File: config.mk
export PLATFORM = sky130hd
export DESIGN_NAME = hamming_encoder_stream_flat
export DESIGN_NICKNAME = d
export VERILOG_FILES = /design/src/rtl/hamming_encoder_stream_if.sv /design/src/rtl/hamming_encoder_stream.sv /design/src/flat_wrapper.sv
export SDC_FILE = /design/constraint.sdc
export NUM_CORES = 1
export LEC_CHECK = 0
export ABC_AREA = 1
export CORE_MARGIN = 8
export CORE_UTILIZATION = 25
export DETAILED_ROUTE_END_ITERATION = 7
export PLACE_DENSITY = 0.58
export SYNTH_ARGS = -nofsm -noshare
export SYNTH_HDL_FRONTEND = slang
export SYNTH_SLANG_ARGS = --single-unit
export TNS_END_PERCENT = 1
File: constraint.sdc
create_clock -name clk -period 1.4 [get_ports clk]
set_input_delay 0.28 -clock clk [delete_from_list [all_inputs] [get_ports clk]]
set_output_delay 0.28 -clock clk [all_outputs]
set_load 0.02 [all_outputs]
File: src/rtl/hamming_encoder_stream_if.sv
// Valid/ready stream bundle for the (21,16) Hamming encoder; data and codeword use [0:N] bit order.
// Injection signals exist only when HAMMING_ERR_INJECT_EN is defined.
interface hamming_encoder_stream_if;
    // Handshake: a word moves when valid && ready at a rising edge; a producer holds valid/data until then.
    logic        in_valid;
    logic        in_ready;
    logic [0:15] in_data;
    logic        out_valid;
    logic        out_ready;
    logic [0:20] out_code;
`ifdef HAMMING_ERR_INJECT_EN
    logic        inj_en;
    logic [4:0]  inj_pos;
`endif

    modport slave (
`ifdef HAMMING_ERR_INJECT_EN
        input  inj_en,
        input  inj_pos,
`endif
        input  in_valid,
        output in_ready,
        input  in_data,
        output out_valid,
        input  out_ready,
        output out_code
    );

    modport master (
`ifdef HAMMING_ERR_INJECT_EN
        output inj_en,
        output inj_pos,
`endif
        output in_valid,
        input  in_ready,
        output in_data,
        input  out_valid,
        output out_ready,
        input  out_code
    );
endinterface

File: src/rtl/hamming_encoder_stream.sv
// Streaming (21,16) even-parity Hamming encoder with a two-stage elastic pipeline and codeword counter.
// Optional single-bit error injection is enabled by defining HAMMING_ERR_INJECT_EN.
module hamming_encoder_stream #(
    parameter int CNT_W = 16
) (
    input  logic                 clk,
    input  logic                 rst,
    hamming_encoder_stream_if.slave bus,
    output logic [CNT_W-1:0]     cw_count
);

    function automatic logic [0:20] encode(input logic [0:15] d);
        logic [0:20] c;
        c = '0;
        c[2]  = d[0];
        c[4]  = d[1];
        c[5]  = d[2];
        c[6]  = d[3];
        c[8:14]  = d[4:10];
        c[16:20] = d[11:15];
        c[0]  = c[2] ^ c[4] ^ c[6] ^ c[8] ^ c[10] ^ c[12] ^ c[14] ^ c[16] ^ c[18] ^ c[20];
        c[1]  = c[2] ^ c[5] ^ c[6] ^ c[9] ^ c[10] ^ c[13] ^ c[14] ^ c[17] ^ c[18];
        c[3]  = c[4] ^ c[5] ^ c[6] ^ c[11] ^ c[12] ^ c[13] ^ c[14] ^ c[19] ^ c[20];
        c[7]  = ^c[8:14];
        c[15] = ^c[16:20];
        return c;
    endfunction

    logic        s1_valid;
    logic [0:15] s1_data;
    logic        out_valid_q;
    logic [0:20] out_code_q;
    logic [0:20] s2_code;
    logic        in_xfer;
    logic        out_xfer;
    logic        s2_load;

`ifdef HAMMING_ERR_INJECT_EN
    logic        s1_inj_en;
    logic [4:0]  s1_inj_pos;
`endif

    assign bus.in_ready  = !s1_valid || !out_valid_q || bus.out_ready;
    assign bus.out_valid = out_valid_q;
    assign bus.out_code  = out_code_q;

    assign in_xfer  = bus.in_valid && bus.in_ready;
    assign out_xfer = out_valid_q && bus.out_ready;
    assign s2_load  = s1_valid && (!out_valid_q || bus.out_ready);

    // Injection flips a bit after parity so the decoder sees a genuine single-bit error.
    always_comb begin
        s2_code = encode(s1_data);
`ifdef HAMMING_ERR_INJECT_EN
        if (s1_inj_en && (s1_inj_pos <= 5'd20)) begin
            s2_code[s1_inj_pos] = !s2_code[s1_inj_pos];
        end
`endif
    end

    always_ff @(posedge clk) begin
        if (rst) begin
            s1_valid    <= 1'b0;
            s1_data     <= '0;
            out_valid_q <= 1'b0;
            out_code_q  <= '0;
            cw_count    <= '0;
`ifdef HAMMING_ERR_INJECT_EN
            s1_inj_en   <= 1'b0;
            s1_inj_pos  <= '0;
`endif
        end else begin
            if (in_xfer) begin
                s1_valid <= 1'b1;
                s1_data  <= bus.in_data;
`ifdef HAMMING_ERR_INJECT_EN
                s1_inj_en  <= bus.inj_en;
                s1_inj_pos <= bus.inj_pos;
`endif
            end else if (s2_load) begin
                s1_valid <= 1'b0;
            end

            if (s2_load) begin
                out_valid_q <= 1'b1;
                out_code_q  <= s2_code;
            end else if (out_xfer) begin
                out_valid_q <= 1'b0;
            end

            if (out_xfer) begin
                cw_count <= cw_count + 1'b1;
            end
        end
    end

endmodule

File: src/flat_wrapper.sv
// flat-port wrapper written by rule: the top's interface ports become plain ports
module hamming_encoder_stream_flat 
#(
    parameter int CNT_W = 16
)
  (clk, rst, cw_count, bus_in_valid, bus_in_ready, bus_in_data, bus_out_valid, bus_out_ready, bus_out_code);
  hamming_encoder_stream_if bus_i ();
  input  logic clk;
  input  logic rst;
  output logic [CNT_W-1:0] cw_count;
  input wire logic [$bits(bus_i.in_valid)-1:0] bus_in_valid;
  output wire logic [$bits(bus_i.in_ready)-1:0] bus_in_ready;
  input wire logic [$bits(bus_i.in_data)-1:0] bus_in_data;
  output wire logic [$bits(bus_i.out_valid)-1:0] bus_out_valid;
  input wire logic [$bits(bus_i.out_ready)-1:0] bus_out_ready;
  output wire logic [$bits(bus_i.out_code)-1:0] bus_out_code;
  assign bus_i.in_valid = bus_in_valid;
  assign bus_in_ready = bus_i.in_ready;
  assign bus_i.in_data = bus_in_data;
  assign bus_out_valid = bus_i.out_valid;
  assign bus_i.out_ready = bus_out_ready;
  assign bus_out_code = bus_i.out_code;
  hamming_encoder_stream #(.CNT_W(CNT_W)) u_core (.clk(clk), .rst(rst), .bus(bus_i), .cw_count(cw_count));
endmodule
==> results of run 1 <==
[cells in the final DEF (no fill, tap or decap), types with 2 or more instances in the layout]
cell type / synthesis / final
buf_12: 0 / 2
clkbuf_2: 1 / 2
buf_4: 2 / 26
clkdlybuf4s50_1: 0 / 18
nor3_4: 2 / 2
dlygate4sd2_1: 0 / 31
xnor2_2: 2 / 2
nor2_2: 2 / 2
nand2_2: 5 / 3
clkbuf_8: 0 / 5
nor2_1: 58 / 57
nor2_4: 3 / 4
a21oi_1: 32 / 32
nand2_4: 0 / 2
nand3_1: 20 / 19
nand3_2: 1 / 2
clkdlybuf4s15_1: 0 / 5
inv_2: 3 / 5
dfxtp_2: 0 / 6
o21ai_0: 42 / 42
dfxtp_1: 55 / 47
inv_1: 43 / 41
xor2_1: 7 / 7
dfxtp_4: 0 / 2
nand2_1: 77 / 77
nand4_1: 2 / 2
xnor2_1: 4 / 4
[final timing paths]
kind	slack [ns]	cells after the start	start	to
setup / recovery	-0.008	10	u_core.cw_count[1]	u_core.cw_count[14]
hold / removal	0.39	5	bus_out_ready	u_core.bus.out_valid
setup reg to reg	-0.008	10	u_core.cw_count[1]	u_core.cw_count[14]
hold reg to reg	0.49	2	u_core.cw_count[3]	u_core.cw_count[3]
[synthesized netlist by cell type (all sizes together)]
master  instances  area (sq um)
xnor2           6          67.6
dfxtp          55          1100
nand4           4          37.5
o21ai          42           210
nor3            3          37.5
or2             1          6.26
clkbuf          4          16.3
nand2b          1          6.26
inv            46           173
xor2            7          61.3
nor2           63           264
nand2          82           320
ha              1          12.5
buf             8          45.0
a21oi          33           169
nand3          21           110
[where the power goes]
group	internal, W	leakage [nW]	total [W]	switching (W)
combinational	0.000294	1.28	0.000675	0.000381
sequential	0.00165	0.455	0.00171	0.0000607
clock	0.000369	0.0463	0.000933	0.000564
[critical path, stage by stage (launching register included)]
cell and delay (ns):
dfxtp_4 0.37, ha_1 0.14, inv_2 0.04, nor2_4 0.08
nand3_2 0.10, nor2_4 0.19, nand2_4 0.08, nor2_4 0.13
nand3_1 0.07, nand2_1 0.06, nor2_1 0.04
[metal layers]
| layer | share of wire | GRT usage |
|---|---|---|
| met1 | 0.46 | 0.115 |
| met2 | 0.48 | 0.159 |
| met3 | 0.048 | 0.0267 |
| met4 | 0.0090 | 0.0300 |
| met5 | 0 | 0 |
[area by class of cell]
type / count / area [sq um]
clock buffers: 5 / 68.8
clock inverters: 3 / 27.5
fillers: 1147 / 6620
inverters: 46 / 173
multi-input cells: 264 / 1330
flip-flops and latches: 55 / 1120
well taps: 136 / 170
repair buffers: 86 / 771
[what timing repair did]
action | CTS | global route
resized for setup | 46 | 21
pin swaps | 0 | 6
setup endpoints to repair | 45 | 40
gates cloned | 0 | 0
hold buffers | 0 | 0
[per-stage QoR]
stage | instance area, sq um | hold WS [ns] | worst slack (ns) | TNS (ns) | total power, W
after floorplan | 2650 | 0.415 | 0.000201 | 0 | 0.00218
after global placement | 3570 | 0.471 | -0.471 | -13.01 | 0.00245
after detailed placement | 3570 | 0.478 | -0.465 | -13.31 | 0.00246
after CTS | 3630 | 0.502 | -0.0489 | -0.140 | 0.00340
after global routing | 3660 | 0.436 | -0.112 | -0.502 | 0.00356
final | 3660 | 0.386 | -0.00807 | -0.00807 | 0.00332
[logic make-up after synthesis]
logic type / after synthesis / synth area share
buf+inv: 58 / 0.0887
flops: 55 / 0.417
simple gates: 175 / 0.296
compound gates: 75 / 0.144
fa+ha+maj: 1 / 0.00474
xor+xnor: 13 / 0.0489
[registers in the layout, summed over array words and instances (netlist names)]
signal                flops
u_core.bus.out_code      21
u_core.bus.out_valid      1
u_core.cw_count          16
u_core.s1_data           16
u_core.s1_valid           1
==> reports/metrics.cfg, run 1 <==
[sta]
period_share = 1.01
maxSlewViolCount = 0
fin_worst_skew_ns = 0.0169
worst_slew_pin_slew_ns = 0.377
finalHoldViolCount = 0
finalSetupViolations = 1
setup_ws_ns = -0.00807
slew-limit-headroom = 0.748
fmax_ghz = 0.710
fin_crit_ns = 1.41
rsz0062_at_grt = true

[place]
io_buffers = 58
gp_congestion = 0.769
place_inst = 587
dp_hpwl_mm = 5.14

[outcome]
outcome = complete, but fails checks
violations = setup timing

[clock_network]
htreeDepth = 2
post-cts-setup-buffer-count = 0
numCtsBuffers = 5
clkTransAtPathRegs_ns = 0.11
cts-root-buf = clkbuf_8
cts_tree = done
clock_sinks = 55
clk_path_buf_depth = 2
clkLatencyLatePin_ns = 0.31

[pwr]
peakVddDrop_mv = 0.449
p_leak_nw = 1.78
powerDensity_mw_per_mm2 = 907

[synthesis]
synth_fp_nets = 398
synth_warnings = 0
synth.cell_area_sq_mm = 0.00264
synth-seq-cells = 55
yosysSeqAreaShare = 0.417
syn_avg_cell_area_sq_um = 7.00
syn_inst = 377
synthDistinctLibCells = 27

[run]
maxCapViolations = 0

[setup_path]
cp.required_ns = 1.62
cp_max_fo = 4
critPathArrivalTime_ns = 1.63
crit_type = reg -> reg
startpoint_type = flip-flop
end_kind = flip-flop

[floorplanning]
core_area_sq_mm = 0.0103
die_x_um = 119
die_height_um = 119
die_area_sq_mm = 0.0141
initial_core_util = 0.257
rows = 37
top_level_ports = 59

[global_routing]
grt_pass1_vias = 2389
grt_pass1_wl_mm = 11.3
antenna_found_initial = 0
grt_use_total = 0.0949
grt_max_degree = 35
grt_overflow_total = 0

[finish]
syn2layout_area_growth_pct = 38.8
fin_cells = 595
finalNetCount = 479
n_antenna_cell = 0
drive_above_1_share = 0.159
finish.utilization = 0.356

[drt]
vias = 2537
drt-total-wl_mm = 6.55
drc = 0
drtPass1Iterations = 4
antenna_left = 0
viasPerCell = 4.26
drt_iter0_drc = 190
post_drt_wl_per_cell_um = 11.0

[worst_hold_path]
min_path_type = in -> reg

Note: power is estimated with default switching activity, not from simulation.
==> run 2, diff against run 1 <==
--- a/config.mk
+++ b/config.mk
@@ -6,9 +6,11 @@
 export NUM_CORES = 1
 export LEC_CHECK = 0
 export ABC_AREA = 1
+export ABC_CLOCK_PERIOD_IN_PS = 1400
 export CORE_MARGIN = 8
 export CORE_UTILIZATION = 25
 export DETAILED_ROUTE_END_ITERATION = 7
+export GPL_TIMING_DRIVEN = 0
 export PLACE_DENSITY = 0.58
 export SYNTH_ARGS = -nofsm -noshare
 export SYNTH_HDL_FRONTEND = slang
==> run 2 against run 1 <==
Against the previous run:
- the flow still finishes with violations (setup timing)
- critical path depth is the same
- first-iteration DRC count shrank 36%
- register-to-register slack lost 0.02 ns
- sequential power is essentially flat
- clock skew shrank 0.0015 ns
- final cell count shrank 1.8%
- non-clock buffer count shrank 11
- sequential cell count is the same
- combinational power shrank 0.7%
- hold slack lost 0.14 ns
- core utilization shrank 1.1 points
- clock power grew 7%
- largest cell class unchanged
- largest power group unchanged
==> reports/metrics.cfg, run 2 (same netlist as run 1, synthesis figures left out) <==
[outcome]
outcome = complete, but fails checks  ; unchanged
violations = setup timing  ; unchanged

[clock_network]
clock_sinks = 55  ; unchanged
htreeDepth = 2  ; unchanged
cts-root-buf = clkbuf_8  ; unchanged
clk_path_buf_depth = 2  ; unchanged
cts_hold_buf = 0  ; unchanged
clkLatencyLatePin_ns = 0.32  ; was 0.31 ns
cts_tree = done  ; unchanged
clkTransAtPathRegs_ns = 0.12  ; was 0.11 ns
numCtsBuffers = 5  ; unchanged

[drt]
drt-total-wl_mm = 7.04  ; was 6.55 mm
viasPerCell = 4.35  ; was 4.26
drc = 0  ; unchanged
antenna_left = 0  ; unchanged
post_drt_wl_per_cell_um = 12.1  ; was 11.0 um
drt_iter0_drc = 121  ; was 190
vias = 2543  ; was 2537
drtPass1Iterations = 4  ; unchanged

[setup_path]
crit_type = reg -> reg  ; unchanged
cpPeakStageDelay_ns = 0.37  ; about the same
end_kind = flip-flop  ; unchanged
r2r_start = u_core.cw_count[0]  ; was u_core.cw_count[1]
crit_end = u_core.cw_count[14]  ; unchanged
cp_num_buf_inv = 1  ; unchanged
r2r_cells = 10  ; unchanged
worst_path_most_repeated_cell = nor2_4  ; unchanged
cp_max_fo = 3  ; was 4
critPathLaunch = u_core.cw_count[0]  ; was u_core.cw_count[1]
cp_num_cells = 10  ; unchanged
startpoint_type = flip-flop  ; unchanged
path_cells = ha_4, inv_2, nor2_4, nand3_2, nor2_4, nand2_2, nor2_4, nand3_2, nand2_2, nor2_1  ; was ha_1, inv_2, nor2_4, nand3_2, nor2_4, nand2_4, nor2_4, nand3_1, nand2_1, nor2_1
rrSetupSlack_ns = -0.03  ; was -0.008 ns
critPathArrivalTime_ns = 1.65  ; was 1.63 ns
cp.required_ns = 1.62  ; about the same
timing.rr.end = u_core.cw_count[14]  ; unchanged
slowest_stage = dfxtp_4  ; unchanged
cp_top_family = simple AND/OR/NAND/NOR gates  ; unchanged

[global_routing]
grt_pass1_wl_mm = 11.8  ; was 11.3 mm
grt_pass1_vias = 2523  ; was 2389
grt_overflow_total = 0  ; unchanged
grt_use_total = 0.101  ; was 0.0949
antenna_found_initial = 0  ; unchanged
grt_max_degree = 19  ; was 35

[sta]
finalSetupViolations = 3  ; was 1
setup_ws_ns = -0.0286  ; was -0.00807 ns
fin_worst_skew_ns = 0.0154  ; was 0.0169 ns
period_share = 1.02  ; was 1.01
tns_ns = -0.0456  ; was -0.00807 ns
slew-limit-headroom = 0.690  ; was 0.748
worst_slew_pin_slew_ns = 0.465  ; was 0.377 ns
maxSlewViolCount = 0  ; unchanged
fmax_ghz = 0.700  ; was 0.710 GHz
finalHoldViolCount = 0  ; unchanged
rsz0062_at_grt = true  ; unchanged
fin_crit_ns = 1.43  ; was 1.41 ns

[place]
io_buffers = 57  ; was 58
place_inst = 570  ; was 587
gp_congestion = 0.775  ; was 0.769
dp_hpwl_mm = 5.49  ; was 5.14 mm
dpl_cell_area_sq_mm = 0.00339  ; was 0.00357 sq mm

[floorplanning]
initial_core_util = 0.257  ; unchanged
die_area_sq_mm = 0.0141  ; unchanged
rows = 37  ; unchanged
core_area_sq_mm = 0.0103  ; unchanged
die_x_um = 119  ; unchanged
top_level_ports = 59  ; unchanged
die_height_um = 119  ; unchanged

[pwr]
powerDensity_mw_per_mm2 = 955  ; was 907 mW/mm^2
peakVddDrop_mv = 0.438  ; was 0.449 mV
p_leak_nw = 1.67  ; was 1.78 nW
power_w = 0.00339  ; was 0.00332 W

[finish]
syn2layout_area_growth_pct = 34.5  ; was 38.8%
fin_cells = 584  ; was 595
n_antenna_cell = 0  ; unchanged
largest_register_ffs = 21  ; unchanged
final_cell_mix = nand2_1 (74), nor2_1 (56), dfxtp_1 (49)  ; was nand2_1 (77), nor2_1 (57), dfxtp_1 (47)
finalNetCount = 468  ; was 479
final_cell_area_sq_mm = 0.00355  ; was 0.00366 sq mm
drive_above_1_share = 0.163  ; was 0.159
final_common_cell = nand2_1  ; unchanged

[run]
maxCapViolations = 0  ; unchanged

[worst_hold_path]
min_path_type = in -> reg  ; unchanged

[run 2: changes by cell type in the layout (fill, tap and decap cells not counted), moves of 3 or more]
cell,previous run,this run
clkbuf_1,0,3
buf_4,26,9
o21ai_0,42,39
buf_2,0,4
nand2_2,3,7
clkbuf_2,2,7
nand2_1,77,74
[run 2: worst reg2reg max path: stages, from the launching register on]
cell and delay, ns:
dfxtp_4 0.37, ha_4 0.12, inv_2 0.04, nor2_4 0.11, nand3_2 0.11, nor2_4 0.15, nand2_2 0.09, nor2_4 0.16
nand3_2 0.08, nand2_2 0.06, nor2_1 0.04
[run 2: area by class of cell]
class | instances | area (sq um)
tap | 136 | 170
multi-input combinational | 264 | 1360
buffer | 12 | 70.1
fill | 1153 | 6730
sequential | 55 | 1110
inverter | 46 | 178
clock buffer | 6 | 82.6
clock inverter | 2 | 20.0
timing repair buffer | 63 | 549
[run 2: power breakdown]
| part | switching, W | internal (W) | leakage, nW |
|---|---|---|---|
| combinational | 0.000394 | 0.000276 | 1.16 |
| clock | 0.000585 | 0.000419 | 0.0533 |
| sequential | 0.0000629 | 0.00165 | 0.455 |
| total | 0.00104 | 0.00234 | 1.67 |
[run 2: what timing repair did]
action,CTS,global route
hold endpoints to repair,0,0
pin swaps,2,7
gates resized for setup,51,36
buffers inserted,1,5
endpoints found under the setup margin,73,44
[run 2: worst min-delay path by stage]
| stage | start | to | slack, ns | depth (start not counted) |
|---|---|---|---|---|
| after global placement | u_core.s1_valid | u_core.bus.out_valid | 0.47 | 2 |
| after detailed placement | u_core.bus.out_code[13] | u_core.bus.out_code[13] | 0.48 | 2 |
| after floorplan | bus_in_data[5] | u_core.s1_data[10] | 0.41 | 2 |
| after CTS | rst | u_core.s1_valid | 0.25 | 2 |
| final | rst | u_core.s1_valid | 0.25 | 2 |
| after global routing | rst | u_core.s1_valid | 0.28 | 2 |
[run 2: layer usage]
layer / track usage / part of all wire / vias up
li1: - / - / 1331
met4: 0.0261 / 0.011 / 0
met2: 0.180 / 0.49 / 50
met5: 0 / 0 / -
met3: 0.0305 / 0.053 / 7
met1: 0.115 / 0.45 / 1155
[run 2: per-stage QoR]
step / util / setup slack (ns) / hold slack (ns)
global route: 0.345 / -0.114 / 0.281
floorplan: - / 0.000201 / 0.415
finish: 0.345 / -0.0286 / 0.246
detailed placement: 0.330 / -0.561 / 0.475
global placement: 0.330 / -0.544 / 0.471
CTS: 0.337 / -0.108 / 0.255
==> run 3, diff against run 2 <==
--- a/config.mk
+++ b/config.mk
@@ -9,10 +9,10 @@
 export ABC_CLOCK_PERIOD_IN_PS = 1400
 export CORE_MARGIN = 8
 export CORE_UTILIZATION = 25
+export CTS_CLUSTER_DIAMETER = 30
 export DETAILED_ROUTE_END_ITERATION = 7
 export GPL_TIMING_DRIVEN = 0
 export PLACE_DENSITY = 0.58
 export SYNTH_ARGS = -nofsm -noshare
 export SYNTH_HDL_FRONTEND = slang
 export SYNTH_SLANG_ARGS = --single-unit
-export TNS_END_PERCENT = 1
==> run 3 against run 2 <==
Against the previous run:
- the flow now finishes without violations
- sequential power about the same
- die area unchanged
- non-clock buffer count increased by 4
- combinational power about the same
- global-route usage increased by 0.15 points
==> reports/metrics.cfg, run 3 (same netlist as run 1, synthesis figures left out) <==
[setup_path]
startpoint_type = flip-flop  ; unchanged
r2r_start = u_core.cw_count[1]  ; was u_core.cw_count[0]
r2r_cells = 10  ; unchanged
critPathArrivalTime_ns = 1.11  ; was 1.65 ns
rrSetupSlack_ns = 0.05  ; was -0.03 ns
timing.rr.end = u_core.cw_count[14]  ; unchanged
cp_max_fo = 3  ; unchanged
crit_type = reg -> out  ; was reg -> reg
end_kind = output port  ; was flip-flop
cp.required_ns = 1.12  ; was 1.62 ns

[drt]
drc = 0  ; unchanged
drt_iter0_drc = 106  ; was 121
viasPerCell = 4.33  ; was 4.35
drt-total-wl_mm = 7.15  ; was 7.04 mm
antenna_left = 0  ; unchanged
vias = 2545  ; was 2543
drtPass1Iterations = 4  ; unchanged
post_drt_wl_per_cell_um = 12.2  ; was 12.1 um

[floorplanning]
die_height_um = 119  ; unchanged
initial_core_util = 0.257  ; unchanged
die_area_sq_mm = 0.0141  ; unchanged
die_x_um = 119  ; unchanged
top_level_ports = 59  ; unchanged
rows = 37  ; unchanged
core_area_sq_mm = 0.0103  ; unchanged

[place]
gp_congestion = 0.775  ; unchanged
io_buffers = 57  ; unchanged
dp_hpwl_mm = 5.49  ; unchanged

[pwr]
p_leak_nw = 1.70  ; was 1.67 nW
powerDensity_mw_per_mm2 = 946  ; was 955 mW/mm^2
peakVddDrop_mv = 0.428  ; was 0.438 mV

[sta]
whs_ns = 0.243  ; was 0.246 ns
maxSlewViolCount = 0  ; unchanged
rsz0062_at_grt = true  ; unchanged
fin_crit_ns = 1.39  ; was 1.43 ns
finalHoldViolCount = 0  ; unchanged
period_share = 0.992  ; was 1.02
finalSetupViolations = 0  ; was 3
slew-limit-headroom = 0.712  ; was 0.690
fmax_ghz = 0.720  ; was 0.700 GHz
fin_worst_skew_ns = 0.0183  ; was 0.0154 ns
worst_slew_pin_slew_ns = 0.432  ; was 0.465 ns

[clock_network]
clk_path_buf_depth = 2  ; unchanged
numCtsBuffers = 5  ; unchanged
clkLatencyLatePin_ns = 0.32  ; about the same
htreeDepth = 2  ; unchanged
clock_sinks = 55  ; unchanged
cts-root-buf = clkbuf_8  ; unchanged
cts_tree = done  ; unchanged
cts_hold_buf = 0  ; unchanged
clkTransAtPathRegs_ns = 0.12  ; about the same

[worst_hold_path]
whs_endpoint = u_core.s1_valid  ; unchanged
min-delay-start = rst  ; unchanged
holdPathStages = 2  ; unchanged
min_path_type = in -> reg  ; unchanged

[global_routing]
grt_overflow_total = 0  ; unchanged
antenna_found_initial = 0  ; unchanged
grt_pass1_wl_mm = 12.0  ; was 11.8 mm
grt_use_total = 0.103  ; was 0.101
grt_max_degree = 19  ; unchanged
grt_pass1_vias = 2553  ; was 2523

[finish]
finalNetCount = 472  ; was 468
final_cell_mix = nand2_1 (75), nor2_1 (55), dfxtp_1 (49)  ; was nand2_1 (74), nor2_1 (56), dfxtp_1 (49)
multi_input_area_sq_mm = 0.00137  ; was 0.00136 sq mm
finish.utilization = 0.348  ; was 0.345
drive_above_1_share = 0.170  ; was 0.163
area.sequential_sq_mm = 0.00111  ; unchanged
n_antenna_cell = 0  ; unchanged
nFillCells = 1156  ; was 1153
final_common_cell = nand2_1  ; unchanged
largest_register_ffs = 21  ; unchanged
syn2layout_area_growth_pct = 35.7  ; was 34.5%

[run]
maxCapViolations = 0  ; unchanged

[outcome]
outcome = finished clean  ; was complete, but fails checks

## run 3: metal layers
layer / track usage / wire (um) / vias to the layer above / part of all wire
met1: 0.116 / 3260 / 1162 / 0.46
li1: - / - / 1339 / -
met5: 0 / 0 / - / 0
met4: 0.0221 / 40 / 0 / 0.0056
met2: 0.186 / 3540 / 40 / 0.50
met3: 0.0314 / 308 / 4 / 0.043
## run 3: worst max-delay path, stage by stage, from the launching register on
cell     delay (ns)
dfxtp_2        0.38
nand2_2        0.09
nor2_2         0.12
inv_1          0.06
buf_2          0.16
## run 3: how the worst max path moves through the flow
stage,from,end,cells past startpoint
2_1_floorplan,u_core.cw_count[1],u_core.cw_count[12],10
3_3_place_gp,bus_out_ready,bus_in_ready,6
3_5_place_dp,bus_out_ready,bus_in_ready,6
4_1_cts,u_core.cw_count[1],u_core.cw_count[14],10
5_1_grt,u_core.cw_count[1],u_core.cw_count[12],10
6_report,u_core.bus.out_valid,bus_in_ready,4
## run 3: layout make-up
| cell class | count | area share |
|---|---|---|
| Timing Repair Buffer | 67 | 0.161 |
| Inverter | 46 | 0.0489 |
| Multi-Input combinational cell | 264 | 0.383 |
| Sequential cell | 55 | 0.311 |
| Clock inverter | 2 | 0.00559 |
| Clock buffer | 6 | 0.0231 |
| Tap cell | 136 | 0.0475 |
| Buffer | 12 | 0.0196 |
## run 3: timing repair
item                       4_1_cts  5_1_grt
pin swaps                        6        8
resized for setup               61       31
setup endpoints to repair       73       41
setup buffers                    8        2
## run 3: metrics by stage
step | power, W | cell area [sq um] | setup slack (ns) | setup TNS [ns] | std cells
4_1_cts | 0.00342 | 3540 | -0.000498 | -0.000498 | 586
6_report | 0.00339 | 3580 | 0.0110 | 0 | 588
2_1_floorplan | 0.00218 | 2650 | 0.000201 | 0 | 377
3_3_place_gp | 0.00243 | 3390 | -0.544 | -17.98 | 570
5_1_grt | 0.00357 | 3580 | -0.0860 | -0.347 | 588
3_5_place_dp | 0.00244 | 3390 | -0.561 | -18.77 | 570
## run 3: power by group
part	total, W	internal (W)	switching (W)	leakage [nW]
clock network	0.00100	0.000419	0.000584	0.0533
registers	0.00171	0.00165	0.0000636	0.455
logic	0.000672	0.000278	0.000393	1.19
total	0.00339	0.00235	0.00104	1.70
